<file path="config.mk">
export PLATFORM = sky130hd
export DESIGN_NAME = mem_access_unit
export DESIGN_NICKNAME = d
export VERILOG_FILES = /design/src/rtl/mem_pkg.sv /design/src/rtl/mem_lane_align.sv /design/src/rtl/mem_access_unit.sv
export SDC_FILE = /design/constraint.sdc
export NUM_CORES = 1
export LEC_CHECK = 0
export ABC_CLOCK_PERIOD_IN_PS = 2570
export CORE_UTILIZATION = 48
export DETAILED_ROUTE_END_ITERATION = 6
export PLACE_DENSITY = 0.8
export REMOVE_ABC_BUFFERS = 1
export SYNTH_ARGS = -nofsm -noshare
export SYNTH_HDL_FRONTEND = slang
export SYNTH_HIERARCHICAL = 1
export SYNTH_SLANG_ARGS = --single-unit
</file>
<file path="constraint.sdc">
create_clock -name clock -period 2.57 [get_ports clock]
set_clock_uncertainty 0.2 [all_clocks]
set_input_delay 0.514 -clock clock [delete_from_list [all_inputs] [get_ports clock]]
set_output_delay 0.514 -clock clock [all_outputs]
set_load 0.01 [all_outputs]
</file>
<file path="src/rtl/mem_pkg.sv">
// Shared encodings and the alignment rule for the load/store initiator.
package mem_pkg;

    localparam logic [1:0] SZ_BYTE = 2'b00;
    localparam logic [1:0] SZ_HALF = 2'b01;
    localparam logic [1:0] SZ_WORD = 2'b10;

    typedef enum logic [2:0] {
        ST_IDLE     = 3'd0,
        ST_LOAD     = 3'd1,
        ST_RMW_READ = 3'd2,
        ST_WRITE    = 3'd3,
        ST_DONE     = 3'd4
    } state_e;

    // Size 2'b11 falls into the word rule.
    function automatic logic is_misaligned(input logic [1:0] size, input logic [1:0] addr_lo);
        logic mis_s;
        case (size)
            SZ_BYTE: mis_s = 1'b0;
            SZ_HALF: mis_s = addr_lo[0];
            default: mis_s = (addr_lo != 2'b00);
        endcase
        return mis_s;
    endfunction

endpackage

</file>
<file path="src/rtl/mem_lane_align.sv">
// Little-endian lane handling: load extraction/extension and sub-word store merge.
module mem_lane_align
    import mem_pkg::*;
(
    input  logic [31:0] word,
    input  logic [1:0]  addr_lo,
    input  logic [1:0]  size,
    input  logic        sign_ext,
    input  logic [31:0] wdata,
    output logic [31:0] load_data,
    output logic [31:0] merge_data
);

    logic [7:0]  byte_s;
    logic [15:0] half_s;

    // Select the addressed lane and extend it to a full word.
    always_comb begin
        byte_s    = 8'h00;
        half_s    = 16'h0000;
        load_data = 32'h0000_0000;
        case (addr_lo)
            2'b00:   byte_s = word[7:0];
            2'b01:   byte_s = word[15:8];
            2'b10:   byte_s = word[23:16];
            2'b11:   byte_s = word[31:24];
            default: byte_s = 8'h00;
        endcase
        if (addr_lo[1]) begin
            half_s = word[31:16];
        end else begin
            half_s = word[15:0];
        end
        case (size)
            SZ_BYTE: load_data = {{24{sign_ext & byte_s[7]}}, byte_s};
            SZ_HALF: load_data = {{16{sign_ext & half_s[15]}}, half_s};
            default: load_data = word;
        endcase
    end

    // Replace the target lane of the old word with right-aligned store data.
    always_comb begin
        merge_data = word;
        case (size)
            SZ_BYTE: begin
                case (addr_lo)
                    2'b00:   merge_data[7:0]   = wdata[7:0];
                    2'b01:   merge_data[15:8]  = wdata[7:0];
                    2'b10:   merge_data[23:16] = wdata[7:0];
                    2'b11:   merge_data[31:24] = wdata[7:0];
                    default: merge_data        = word;
                endcase
            end
            SZ_HALF: begin
                if (addr_lo[1]) begin
                    merge_data[31:16] = wdata[15:0];
                end else begin
                    merge_data[15:0] = wdata[15:0];
                end
            end
            default: merge_data = wdata;
        endcase
    end

endmodule

</file>
<file path="src/rtl/mem_access_unit.sv">
// Multicycle load/store initiator for a word-only data memory; sub-word stores
// are performed as read-modify-write.
module mem_access_unit
    import mem_pkg::*;
#(
    parameter int ADDR_W = 32
) (
    input  logic              clock,
    input  logic              reset,
    input  logic              req,
    input  logic              is_store,
    input  logic [1:0]        size,
    input  logic              sign_ext,
    input  logic [ADDR_W-1:0] addr,
    input  logic [31:0]       wdata,
    output logic              busy,
    output logic              done,
    output logic              misaligned,
    output logic [31:0]       rdata,
    output logic              MemRead,
    output logic              MemWrite,
    output logic [ADDR_W-1:0] Address,
    output logic [31:0]       WriteData,
    input  logic [31:0]       ReadData
);

    state_e            state_q;
    state_e            state_d;
    logic [ADDR_W-1:0] addr_q;
    logic [1:0]        size_q;
    logic              is_store_q;
    logic              sign_ext_q;
    logic [31:0]       wdata_q;
    logic              err_q;
    logic [31:0]       merge_q;
    logic [31:0]       rdata_q;
    logic [31:0]       load_data_s;
    logic [31:0]       merge_data_s;
    logic              mem_read_s;
    logic              mem_write_s;
    logic              sub_word_s;
    logic              accept_s;

    assign accept_s   = (state_q == ST_IDLE) && req;
    assign sub_word_s = (size_q == SZ_BYTE) || (size_q == SZ_HALF);

    mem_lane_align u_align (
        .word       (ReadData),
        .addr_lo    (addr_q[1:0]),
        .size       (size_q),
        .sign_ext   (sign_ext_q),
        .wdata      (wdata_q),
        .load_data  (load_data_s),
        .merge_data (merge_data_s)
    );

    // State register.
    always_ff @(posedge clock) begin
        if (reset) begin
            state_q <= ST_IDLE;
        end else begin
            state_q <= state_d;
        end
    end

    // Next-state logic; req only matters in IDLE.
    always_comb begin
        state_d = state_q;
        case (state_q)
            ST_IDLE: begin
                if (!req) begin
                    state_d = ST_IDLE;
                end else if (is_misaligned(size, addr[1:0])) begin
                    state_d = ST_DONE;
                end else if (!is_store) begin
                    state_d = ST_LOAD;
                end else if ((size == SZ_BYTE) || (size == SZ_HALF)) begin
                    state_d = ST_RMW_READ;
                end else begin
                    state_d = ST_WRITE;
                end
            end
            ST_LOAD:     state_d = ST_DONE;
            ST_RMW_READ: state_d = ST_WRITE;
            ST_WRITE:    state_d = ST_DONE;
            ST_DONE:     state_d = ST_IDLE;
            default:     state_d = ST_IDLE;
        endcase
    end

    // Capture the request fields when an access is accepted.
    always_ff @(posedge clock) begin
        if (reset) begin
            addr_q     <= {ADDR_W{1'b0}};
            size_q     <= 2'b00;
            is_store_q <= 1'b0;
            sign_ext_q <= 1'b0;
            wdata_q    <= 32'h0000_0000;
            err_q      <= 1'b0;
        end else if (accept_s) begin
            addr_q     <= addr;
            size_q     <= size;
            is_store_q <= is_store;
            sign_ext_q <= sign_ext;
            wdata_q    <= wdata;
            err_q      <= is_misaligned(size, addr[1:0]);
        end else begin
            addr_q     <= addr_q;
            size_q     <= size_q;
            is_store_q <= is_store_q;
            sign_ext_q <= sign_ext_q;
            wdata_q    <= wdata_q;
            err_q      <= err_q;
        end
    end

    // Merged word for the write half of a read-modify-write.
    always_ff @(posedge clock) begin
        if (reset) begin
            merge_q <= 32'h0000_0000;
        end else if (state_q == ST_RMW_READ) begin
            merge_q <= merge_data_s;
        end else begin
            merge_q <= merge_q;
        end
    end

    // Load result, held until the next completed load.
    always_ff @(posedge clock) begin
        if (reset) begin
            rdata_q <= 32'h0000_0000;
        end else if ((state_q == ST_LOAD) && !is_store_q) begin
            rdata_q <= load_data_s;
        end else begin
            rdata_q <= rdata_q;
        end
    end

    // Memory bus decode; reset gates MemWrite in the same cycle so an aborted
    // store never reaches memory, and an idle bus carries zeros.
    always_comb begin
        mem_read_s  = (state_q == ST_LOAD) || (state_q == ST_RMW_READ);
        mem_write_s = (state_q == ST_WRITE) && !reset;
        MemRead     = mem_read_s;
        MemWrite    = mem_write_s;
        if (mem_read_s || mem_write_s) begin
            Address = {addr_q[ADDR_W-1:2], 2'b00};
        end else begin
            Address = {ADDR_W{1'b0}};
        end
        if (!mem_write_s) begin
            WriteData = 32'h0000_0000;
        end else if (sub_word_s) begin
            WriteData = merge_q;
        end else begin
            WriteData = wdata_q;
        end
    end

    assign busy       = (state_q != ST_IDLE);
    assign done       = (state_q == ST_DONE);
    assign misaligned = (state_q == ST_DONE) && err_q;
    assign rdata      = rdata_q;

endmodule

</file>
==> key figures, run 1 <==
Routing
  – Vias per cell: about 5.5
  – Iteration-0 DRC count of the detailed router: 621
  – Routed WL per cell: approximately 16 um
  – Top Layer Used: met4
  – Drt total wl: around 21 mm
  – Metal-1 WL: about 9.0 mm
  – Via count: 7218
  – 1st-pass router iterations: 5
  – Met3 WL: approximately 1.5 mm
  – Met2 Routed Length: 10.0 mm
  – DRT antenna net count: 0
  – Post-route DRC: 0

Power
  – Total power: between 6000 and 7000 uW
  – Max VDD drop: 0.568 mV
  – Leakage dissipation: ~0.004 uW
  – PD cells: roughly 620 nW/um2

Hold path
  – Min-delay src: addr_q[6]
  – Worst hold path type: reg -> reg
  – End of the worst hold path: addr_q[6]
  – Hold Path Depth: 2

Flow run
  – Max-cap check violation count: 0

GRT
  – Largest net degree at the start of global routing: about 110
  – Total global routing overflow: 0
  – Initial antenna violation count: 0
  – Global-route wire length before repair: about 34 mm
  – Vias in the first global route: approximately 6.9k
  – Total GRT Usage: 27.2%

CTS
  – CTS tree: yes
  – TritonCTS Sinks: about 140
  – Clock buffer depth: 2
  – Reg clk slew, reported paths: about 0.06 ns
  – CTS Buf Count: 17
  – Skew-Pair Late Insertion Delay: around 0.42 ns
  – Root buffer cell: clkbuf_16
  – H-Tree Depth: 4

Final layout
  – Final cell count without fillers: about 1.3k
  – Fill cells: ~1.3k
  – Final instance area: roughly 10000 um2
  – Most frequent cells in the layout: nand2_1, clkdlybuf4s50_1, dfxtp_1, a21oi_1, mux2i_1
  – Area delta synth->final: 38.8%
  – Nets: around 1.2k
  – Share of layout cells above drive strength 1: about a tenth
  – Ant diodes: 0
  – Most common cell after layout, fill and taps aside: nand2_1

Yosys
  – Post-synthesis sequential area ratio: about 38%
  – Seq cells post-synth: 136
  – Mapped Cells: 941
  – Synthesized area: just over 7000 um2
  – Ys async rst share: 0%
  – EDFF count, synth: 0
  – Synthesized area per cell: between 7 and 8 um2
  – Top_reg_cell synth: dfxtp_1
  – Yosys warns: 6
  – Library cells used by synthesis: between 40 and 50

Status
  – Run status: finished, final reports clean

Timing
  – Min Tclk post-route: 2.47 ns
  – Slew @ Worst Pin: between 1 and 1.5 ns
  – Pins over their slew limit: 0
  – Setup violators final: 0
  – Final Hold Viols: 0
  – Final period util: roughly 96%
  – Unrepaired setup endpoints after global routing: no
  – Setup TNS: 0 ns
  – FMAX: 405 MHz
  – Final hold slack: 0.249 ns
  – Max transition margin: between 20% and 30%

Die
  – Die H: approximately 120 um
  – Initial core utilization: about half
  – Die ar.: 15500 um2
  – Ports: approximately 200
  – Row count: 44
  – Die X: ~120 um
  – Core Region: 14600 um2

Critical path
  – R2R depth: 6
  – Setup slack, reg-to-reg: 0.30 ns
  – WS Path Type: reg -> out
  – RR Endpoint: merge_q[8]
  – Startpoint types: register
  – Worst Path Required: 1.86 ns
  – Critical path endpoint category: output port
  – Reg-to-Reg Start: size_q[1]
  – WP data arrival: between 1.5 and 2 ns
  – Max FO, Critical Path: 11

Placed design
  – Final Wtd Congestion: 0.829
  – Cell count after placement: 1280
  – Input/output buffers: approximately 200
  – HPWL Detailed: 14.3 mm
  – Post-DP Area: 9380 um2
[per-layer routing]
metal  vias to the layer above  track usage (%)
met5                         -                0
li1                       3559                -
met3                        35             6.96
met4                         0             9.78
met1                      3364             34.1
met2                       260             45.1
[state kept, by name, summed over array words and instances (netlist names)]
signal      cells
addr_q         32
merge_q        32
rdata          32
wdata_q        32
state_q         3
size_q          2
err_q           1
is_store_q      1
sign_ext_q      1
[critical path: stages (launching register included)]
cell	delay, ns
dfxtp_1	0.40
buf_4	0.23
and3_1	0.18
clkdlybuf4s50_1	0.53
[what timing repair did]
action,in CTS,in global routing
resized for setup,67,12
hold buffers,0,0
endpoints found under the hold margin,0,0
gates cloned,0,0
setup endpoints to repair,63,11
setup buffers,4,2
pin swaps,0,1
[per-stage QoR]
step           utilization (%)  worst slack [ns]
2_1_floorplan                -             -1.10
3_5_place_dp              64.3           -0.0243
5_1_grt                   68.5          0.000338
4_1_cts                   68.3           -0.0839
6_report                  68.5             0.101
3_3_place_gp              64.3            0.0230
[cells in the mapped netlist (all sizes together) (2+ instances only)]
| master | number | area (um2) |
|---|---|---|
| nand2b | 4 | 25.0 |
| mux2i | 75 | 751 |
| clkbuf | 44 | 165 |
| o221ai | 16 | 140 |
| mux2 | 10 | 113 |
| inv | 3 | 11.3 |
| nand3b | 2 | 15.0 |
| dfxtp | 136 | 2720 |
| and3 | 6 | 42.5 |
| or3b | 3 | 26.3 |
| nand3 | 25 | 125 |
| nand2 | 298 | 1120 |
| a221o | 17 | 170 |
| and2 | 38 | 238 |
| o22ai | 5 | 37.5 |
| a22o | 5 | 43.8 |
| nor2b | 4 | 25.0 |
| o21ai | 5 | 25.0 |
| or3 | 2 | 12.5 |
| buf | 39 | 270 |
| or4b | 2 | 20.0 |
| a211o | 3 | 26.3 |
| nor4b | 4 | 56.3 |
| a21oi | 135 | 694 |
| nor3 | 3 | 15.0 |
| or2 | 4 | 25.0 |
| nor2 | 40 | 150 |
[kinds of logic (layout without fill, tap and decap cells)]
logic type	Yosys count	in the layout	share of synthesized area, %
compound gates	194	194	16.9
buf+inv	86	278	6.21
flops	136	136	37.8
mux	86	86	12.3
other cells	1	2	0.0521
simple gates	438	438	26.7
[worst max-delay path by stage]
stage / from / end / slack, ns / cells after the start
after floorplan: size_q[1] / rdata[10] / -1.10 / 5
after global placement: reset / Address[28] / 0.02 / 6
after detailed placement: reset / Address[22] / -0.02 / 6
after CTS: state_q[0] / WriteData[5] / -0.08 / 5
after global routing: state_q[2] / WriteData[23] / 0.0003 / 6
final: state_q[2] / misaligned / 0.10 / 3
[cell type report]
cell class | instances | area (um2) | share of cell area (%)
clock inverters | 8 | 115 | 1.15
flip-flops and latches | 136 | 2730 | 27.3
clock buffers | 24 | 503 | 5.04
inverters | 3 | 11.3 | 0.113
well taps | 184 | 230 | 2.30
multi-input cells | 720 | 4060 | 40.6
repair buffers | 243 | 2340 | 23.4
[power by group]
group | switching, uW | internal (uW)
Clock | 892 | 1650
Combinational | 653 | 597
Sequential | 116 | 2240
Total | 1660 | 4490
Note: power is estimated with default switching activity, not from simulation.
==> inputs of run 2 (changes only) <==
--- a/config.mk
+++ b/config.mk
@@ -6,11 +6,11 @@
 export NUM_CORES = 1
 export LEC_CHECK = 0
 export ABC_CLOCK_PERIOD_IN_PS = 2570
+export CAP_MARGIN = 20
 export CORE_UTILIZATION = 48
 export DETAILED_ROUTE_END_ITERATION = 6
-export PLACE_DENSITY = 0.8
+export PLACE_DENSITY = 0.81
 export REMOVE_ABC_BUFFERS = 1
 export SYNTH_ARGS = -nofsm -noshare
 export SYNTH_HDL_FRONTEND = slang
-export SYNTH_HIERARCHICAL = 1
 export SYNTH_SLANG_ARGS = --single-unit
==> run 2 against run 1 <==
Final cell count fell by 5.5%. Clock power down 13%. Worst hold slack worse by 0.074 ns. Design area is 1.6% lower. First-iteration DRC count decreased by 11%. Utilization rose by 1.5 points. Critical path type unchanged. Highest routed layer unchanged.
==> key figures, run 2 <==
CTS
  – Clock buffer depth: 2 (unchanged)
  – TritonCTS Sinks: 136 (unchanged)
  – H-Tree Depth: 4 (unchanged)
  – Reg clk slew, reported paths: 0.05 ns (about the same)
  – CTS tree: yes
  – Hold Buf Count CTS: 0 (unchanged)
  – Root buffer cell: clkbuf_16
  – Skew-Pair Late Insertion Delay: 0.42 ns (about the same)
  – CTS Buf Count: 17 (unchanged)

Timing
  – Final hold slack: 0.175 ns (-0.0736 ns)
  – Max transition margin: 56.6% (+32 points)
  – Final Hold Viols: 0 (unchanged)
  – Final period util: 97.9% (+1.8 points)
  – Setup violators final: 0 (unchanged)
  – Slew @ Worst Pin: 0.651 ns (-0.476 ns)
  – FMAX: 397 MHz (-1.9%)
  – Unrepaired setup endpoints after global routing: yes
  – Min Tclk post-route: 2.52 ns (+0.0467 ns)
  – Setup WS post-layout: 0.0541 ns (-0.0467 ns)
  – Pins over their slew limit: 0 (unchanged)

GRT
  – Largest net degree at the start of global routing: 108 (+2.9%)
  – Total global routing overflow: 0 (unchanged)
  – GR Util met1: 35.5% (+1.5 points)
  – Initial antenna violation count: 0 (unchanged)
  – GR peak layer: met2
  – Global-route wire length before repair: 34.2 mm (-0.82%)
  – Vias in the first global route: 6782 (-1.1%)
  – Met2 Use GR: 48.9% (+3.8 points)
  – Total GRT Usage: 29.5% (+2.3 points)
  – Met3 Use GR: 7.67% (+0.71 points)

Hold path
  – Hold Path Depth: 3 (+1)
  – Min-delay src: reset
  – Worst hold path type: in -> reg
  – End of the worst hold path: state_q[2]

Placed design
  – Final Wtd Congestion: 0.847 (+2.1%)
  – Place WS: -0.0859 ns (-0.0615 ns)
  – Input/output buffers: 201 (unchanged)
  – Cell count after placement: 1212 (-5.3%)
  – HPWL Detailed: 14.4 mm (+0.79%)

Critical path
  – Worst Path Required: 1.86 ns (about the same)
  – Reg-to-Reg Start: state_q[0]
  – Max FO, Critical Path: 30 (+19)
  – Worst path max stage delay: 0.34 ns (-0.19 ns)
  – RR Endpoint: rdata[16]
  – Crit-path cells: and3_2 -> nor3_4 -> buf_12 -> and2_1 -> dlygate4sd2_1
  – Critical path endpoint category: output port
  – Setup slack, reg-to-reg: 0.32 ns (+0.02 ns)
  – Startpoint types: register
  – R2R depth: 5 (-1)
  – WP data arrival: 1.80 ns (+0.04 ns)
  – WS Path Type: reg -> out
  – Crit-path slowest cell: dfxtp_1

Final layout
  – Nets: 1157 (-5.5%)
  – Most common cell after layout, fill and taps aside: nand2_1
  – Ant diodes: 0 (unchanged)
  – Final cell count without fillers: 1245 (-5.5%)
  – Area delta synth->final: 40.2%
  – Share of layout cells above drive strength 1: 11.7% (+1.8 points)
  – Most frequent cells in the layout: nand2_1, clkdlybuf4s50_1, dfxtp_1, nor2_1, a21oi_1
  – Fill cells: 1178 (-6.9%)
  – Final Util: 70.0% (+1.5 points)

Routing
  – Drt total wl: 21.4 mm (+1.8%)
  – Routed WL per cell: 17.2 um (+7.8%)
  – Vias per cell: 5.60 (+2.2%)
  – Post-route DRC: 0 (unchanged)
  – Iteration-0 DRC count of the detailed router: 553 (-11%)
  – DRT antenna net count: 0 (unchanged)
  – Via count: 6966 (-3.5%)
  – 1st-pass router iterations: 5 (unchanged)

Yosys
  – Seq cells post-synth: 136 (unchanged)
  – Top_reg_cell synth: dfxtp_1
  – Mapped Cells: 864 (-8.2%)
  – EDFF count, synth: 0 (unchanged)
  – Synthesized area: 7010 um2 (-2.6%)
  – Post-synth top area share: 38.8% (+1.0 points)
  – Ys async rst share: 0% (unchanged)
  – Yosys warns: 0 (-6)
  – Library cells used by synthesis: 45 (-6.3%)
  – Cell taking the most area after synthesis: dfxtp_1
  – Most instantiated cells after synthesis: nand2_1, dfxtp_1, nor2_1, a21oi_1, mux2i_1
  – Synthesized area per cell: 8.11 um2 (+6.1%)
  – Post-synthesis sequential area ratio: 38.8% (+1.0 points)
  – Most frequent cell after synthesis: nand2_1
  – Synth top area cells: dfxtp_1, nand2_1, mux2i_1

Die
  – Die H: 123 um (-1.3%)
  – Core Region: 14000 um2 (-3.7%)
  – Ports: 204 (unchanged)
  – Row count: 43 (-2.3%)
  – Initial core utilization: 49.9% (+0.59 points)
  – Die X: 123 um (-1.3%)
  – Die ar.: 15100 um2 (-2.6%)

Power
  – Total power: 5880 uW (-4.4%)
  – PD cells: 599 nW/um2 (-2.8%)
  – Leakage dissipation: 0.00371 uW (-8.0%)
  – Max VDD drop: 0.449 mV (-21%)

Status
  – Run status: finished, final reports clean

Flow run
  – Max-cap check violation count: 0 (unchanged)
-- run 2: changes by cell type after synthesis, sizes merged, moves of 17 or more --
cell,delta
mux2,+17
nand3,-20
a221o,-17
a21oi,-49
nor2,+76
a211oi,+51
nand2,-123
mux2i,-20
-- run 2: kinds of logic after synthesis --
logic type,count (synthesis),synth area share (%)
mux,87,13.8
simple gates,358,22.1
xor+xnor,1,0.125
flops,136,38.8
compound gates,199,19.5
buf+inv,82,5.64
other cells,1,0.0535
-- run 2: through the flow --
step / setup TNS (ns) / instance area, um2
after floorplan: -117.13 / 6630
after global placement: -1.47 / 9300
after detailed placement: -2.18 / 9300
after CTS: 0 / 9790
after global routing: -0.00353 / 9830
final: 0 / 9830
-- run 2: how the worst max path moves through the flow --
stage | start | to | slack (ns) | cells after the start
2_1_floorplan | size_q[1] | rdata[30] | -1.50 | 3
3_3_place_gp | reset | Address[12] | -0.05 | 6
3_5_place_dp | reset | Address[22] | -0.09 | 6
4_1_cts | state_q[2] | MemWrite | 0.02 | 5
5_1_grt | state_q[2] | MemWrite | -0.002 | 5
6_report | state_q[1] | Address[18] | 0.05 | 5
-- run 2: critical path, delay by kind of cell (launching register included) --
family / cells / cell delay, ns
and+or+nand+nor: 3 / 0.57
buffers and inverters: 2 / 0.44
DFF: 1 / 0.34
-- run 2: report_power, final --
| group | internal (uW) | switching, uW | total [uW] | leakage, uW |
|---|---|---|---|---|
| sequential | 2270 | 126 | 2390 | 0.00111 |
| clock | 1380 | 836 | 2220 | 0.000265 |
| combinational | 624 | 651 | 1270 | 0.00234 |
| total | 4270 | 1610 | 5880 | 0.00371 |
-- run 2: area by class of cell --
class	count	area, um2	area share, %
multi-input cells	647	3920	39.8
flip-flops and latches	136	2730	27.7
repair buffers	249	2410	24.5
clock buffers	28	528	5.37
well taps	180	225	2.29
inverters	3	16.3	0.165
clock inverters	2	10.0	0.102
-- run 2: metal layers --
layer / wire length, um / part of all wire [%]
met1: 9040 / 42
met2: 10100 / 47
met3: 1670 / 7.8
met4: 584 / 2.7
met5: 0 / 0
-- run 2: timing repair --
action	in CTS	in global routing
setup endpoints to repair	63	6
buffers inserted	2	0
resized for setup	67	15
hold endpoints to repair	0	0
==> inputs of run 3 (changes only) <==
--- a/config.mk
+++ b/config.mk
@@ -8,9 +8,11 @@
 export ABC_CLOCK_PERIOD_IN_PS = 2570
 export CAP_MARGIN = 20
 export CORE_UTILIZATION = 48
+export CTS_CLUSTER_SIZE = 20
 export DETAILED_ROUTE_END_ITERATION = 6
 export PLACE_DENSITY = 0.81
 export REMOVE_ABC_BUFFERS = 1
+export SETUP_SLACK_MARGIN = 0.05
 export SYNTH_ARGS = -nofsm -noshare
 export SYNTH_HDL_FRONTEND = slang
 export SYNTH_SLANG_ARGS = --single-unit
==> run 3 against run 2 <==
Final cell count is 0.32% higher. Worst hold slack better by 0.011 ns. Global-route usage grew 0.55 points. Fmax up 2.1%. Count of clock-buffer cells in the layout unchanged. Clock power about the same. Register-to-register slack gained 0.04 ns. Combinational power rose by 4%. Critical endpoint is now Address[3]. Largest power group unchanged.
==> key figures, run 3 (synthesized netlist as in run 2, its figures left out) <==
Timing
  – Final Hold Viols: 0 (unchanged)
  – Setup WS post-layout: 0.107 ns (+0.0529 ns)
  – Setup violators final: 0 (unchanged)
  – Pins over their slew limit: 0 (unchanged)
  – Max transition margin: 56.9% (+0.27 points)
  – Unrepaired setup endpoints after global routing: yes
  – Slew @ Worst Pin: 0.647 ns (-0.00403 ns)
  – Final period util: 95.8% (-2.1 points)
  – Final hold slack: 0.186 ns (+0.0108 ns)
  – Setup TNS: 0 ns (unchanged)
  – Min Tclk post-route: 2.46 ns (-0.0529 ns)
  – FMAX: 406 MHz (+2.1%)

Critical path
  – WP data arrival: 1.75 ns (-0.05 ns)
  – Startpoint types: register
  – Critical path endpoint category: output port
  – Worst path max stage delay: 0.36 ns (+0.02 ns)
  – Crit-path slowest cell: dfxtp_4
  – Worst Path Required: 1.86 ns (about the same)
  – Max FO, Critical Path: 8 (-73%)
  – WS Path Type: reg -> out
  – Crit-path cells: and3_4 -> nor3_4 -> buf_12 -> buf_16 -> and2_1 -> clkdlybuf4s15_2

CTS
  – CTS tree: yes
  – CTS Buf Count: 17 (unchanged)
  – Root buffer cell: clkbuf_16
  – Skew-Pair Late Insertion Delay: 0.42 ns (about the same)
  – Clock buffer depth: 2 (unchanged)
  – Hold Buf Count CTS: 0 (unchanged)
  – Reg clk slew, reported paths: 0.05 ns (about the same)
  – H-Tree Depth: 4 (unchanged)
  – TritonCTS Sinks: 136 (unchanged)

Power
  – PD cells: 603 nW/um2 (+0.77%)
  – Max VDD drop: 0.464 mV (+3.4%)
  – Total power: 5930 uW (+0.82%)
  – Leakage dissipation: 0.00374 uW (+0.60%)

GRT
  – Vias in the first global route: 6809 (+0.40%)
  – Global-route wire length before repair: 34.7 mm (+1.5%)
  – Initial antenna violation count: 0 (unchanged)
  – Total GRT Usage: 30.1% (+0.55 points)
  – Total global routing overflow: 0 (unchanged)
  – Largest net degree at the start of global routing: 108 (unchanged)

Die
  – Ports: 204 (unchanged)
  – Die X: 123 um (unchanged)
  – Row count: 43 (unchanged)
  – Die ar.: 15100 um2 (unchanged)
  – Initial core utilization: 49.9% (unchanged)
  – Core Region: 14000 um2 (unchanged)
  – Die H: 123 um (unchanged)

Routing
  – Routed WL per cell: 17.6 um (+2.5%)
  – Iteration-0 DRC count of the detailed router: 529 (-4.3%)
  – Via count: 7001 (+0.50%)
  – DRT antenna net count: 0 (unchanged)
  – Vias per cell: 5.61 (+0.18%)
  – Drt total wl: 22.0 mm (+2.8%)
  – Post-route DRC: 0 (unchanged)
  – 1st-pass router iterations: 5 (unchanged)

Final layout
  – Most common cell after layout, fill and taps aside: nand2_1
  – Most frequent cells in the layout: nand2_1, clkdlybuf4s50_1, dfxtp_1, nor2_1, a21oi_1
  – Final cell count without fillers: 1249 (+0.32%)
  – Area delta synth->final: 40.3% (about the same)
  – Fill cells: 1181 (+0.25%)
  – Share of layout cells above drive strength 1: 15.3% (+3.6 points)
  – Ant diodes: 0 (unchanged)
  – Nets: 1161 (+0.35%)

Hold path
  – Worst hold path type: in -> reg

Placed design
  – Place WS: -0.0859 ns (unchanged)
  – Final Wtd Congestion: 0.847 (unchanged)
  – HPWL Detailed: 14.4 mm (unchanged)
  – Input/output buffers: 201 (unchanged)
  – Cell count after placement: 1212 (unchanged)

Status
  – Run status: finished, final reports clean

Flow run
  – Max-cap check violation count: 0 (unchanged)
-- run 3: power by group --
part / total [uW] / switching, uW / leakage [uW] / internal, uW
clock network: 2220 / 838 / 0.000265 / 1380
registers: 2390 / 125 / 0.00111 / 2270
logic: 1320 / 671 / 0.00236 / 651
total: 5930 / 1630 / 0.00374 / 4300
-- run 3: worst paths after layout --
path | startpoint | to | slack, ns | depth (start not counted)
hold / removal | reset | state_q[2] | 0.19 | 3
hold reg to reg | addr_q[29] | addr_q[29] | 0.25 | 2
setup / recovery | state_q[1] | Address[3] | 0.11 | 6
setup reg to reg | state_q[1] | rdata[16] | 0.36 | 5
-- run 3: area by class of cell --
type	instances	area, um2	share of cell area [%]
tap	180	225	2.29
sequential	136	2730	27.8
timing repair buffer	253	2390	24.3
clock inverter	2	10.0	0.102
clock buffer	28	528	5.37
multi-input combinational	647	3930	40.0
inverter	3	16.3	0.165
-- run 3: repair_timing --
action	CTS	global route
buffers inserted	4	0
gates cloned	1	1
resized for setup	159	6
endpoints found under the setup margin	64	7
pin swaps	2	1
-- run 3: worst max-delay path, delay by kind of cell, from the launching register on --
kind,cells,cell delay [ns]
buffers and inverters,3,0.48
DFF,1,0.36
and+or+nand+nor,3,0.49
-- run 3: metal layers --
metal,up-vias,GRT usage (%),share of wire (%)
met5,-,0,0
met1,3267,35.9,42
met4,0,14.3,3.0
met2,287,50.4,47
met3,53,7.57,7.9
li1,3394,-,-
-- run 3: per-stage QoR --
stage	instance area (um2)	util, %
after floorplan	6630	-
after global placement	9300	66.2
after detailed placement	9300	66.2
after CTS	9780	69.7
after global routing	9840	70.0
final	9840	70.0
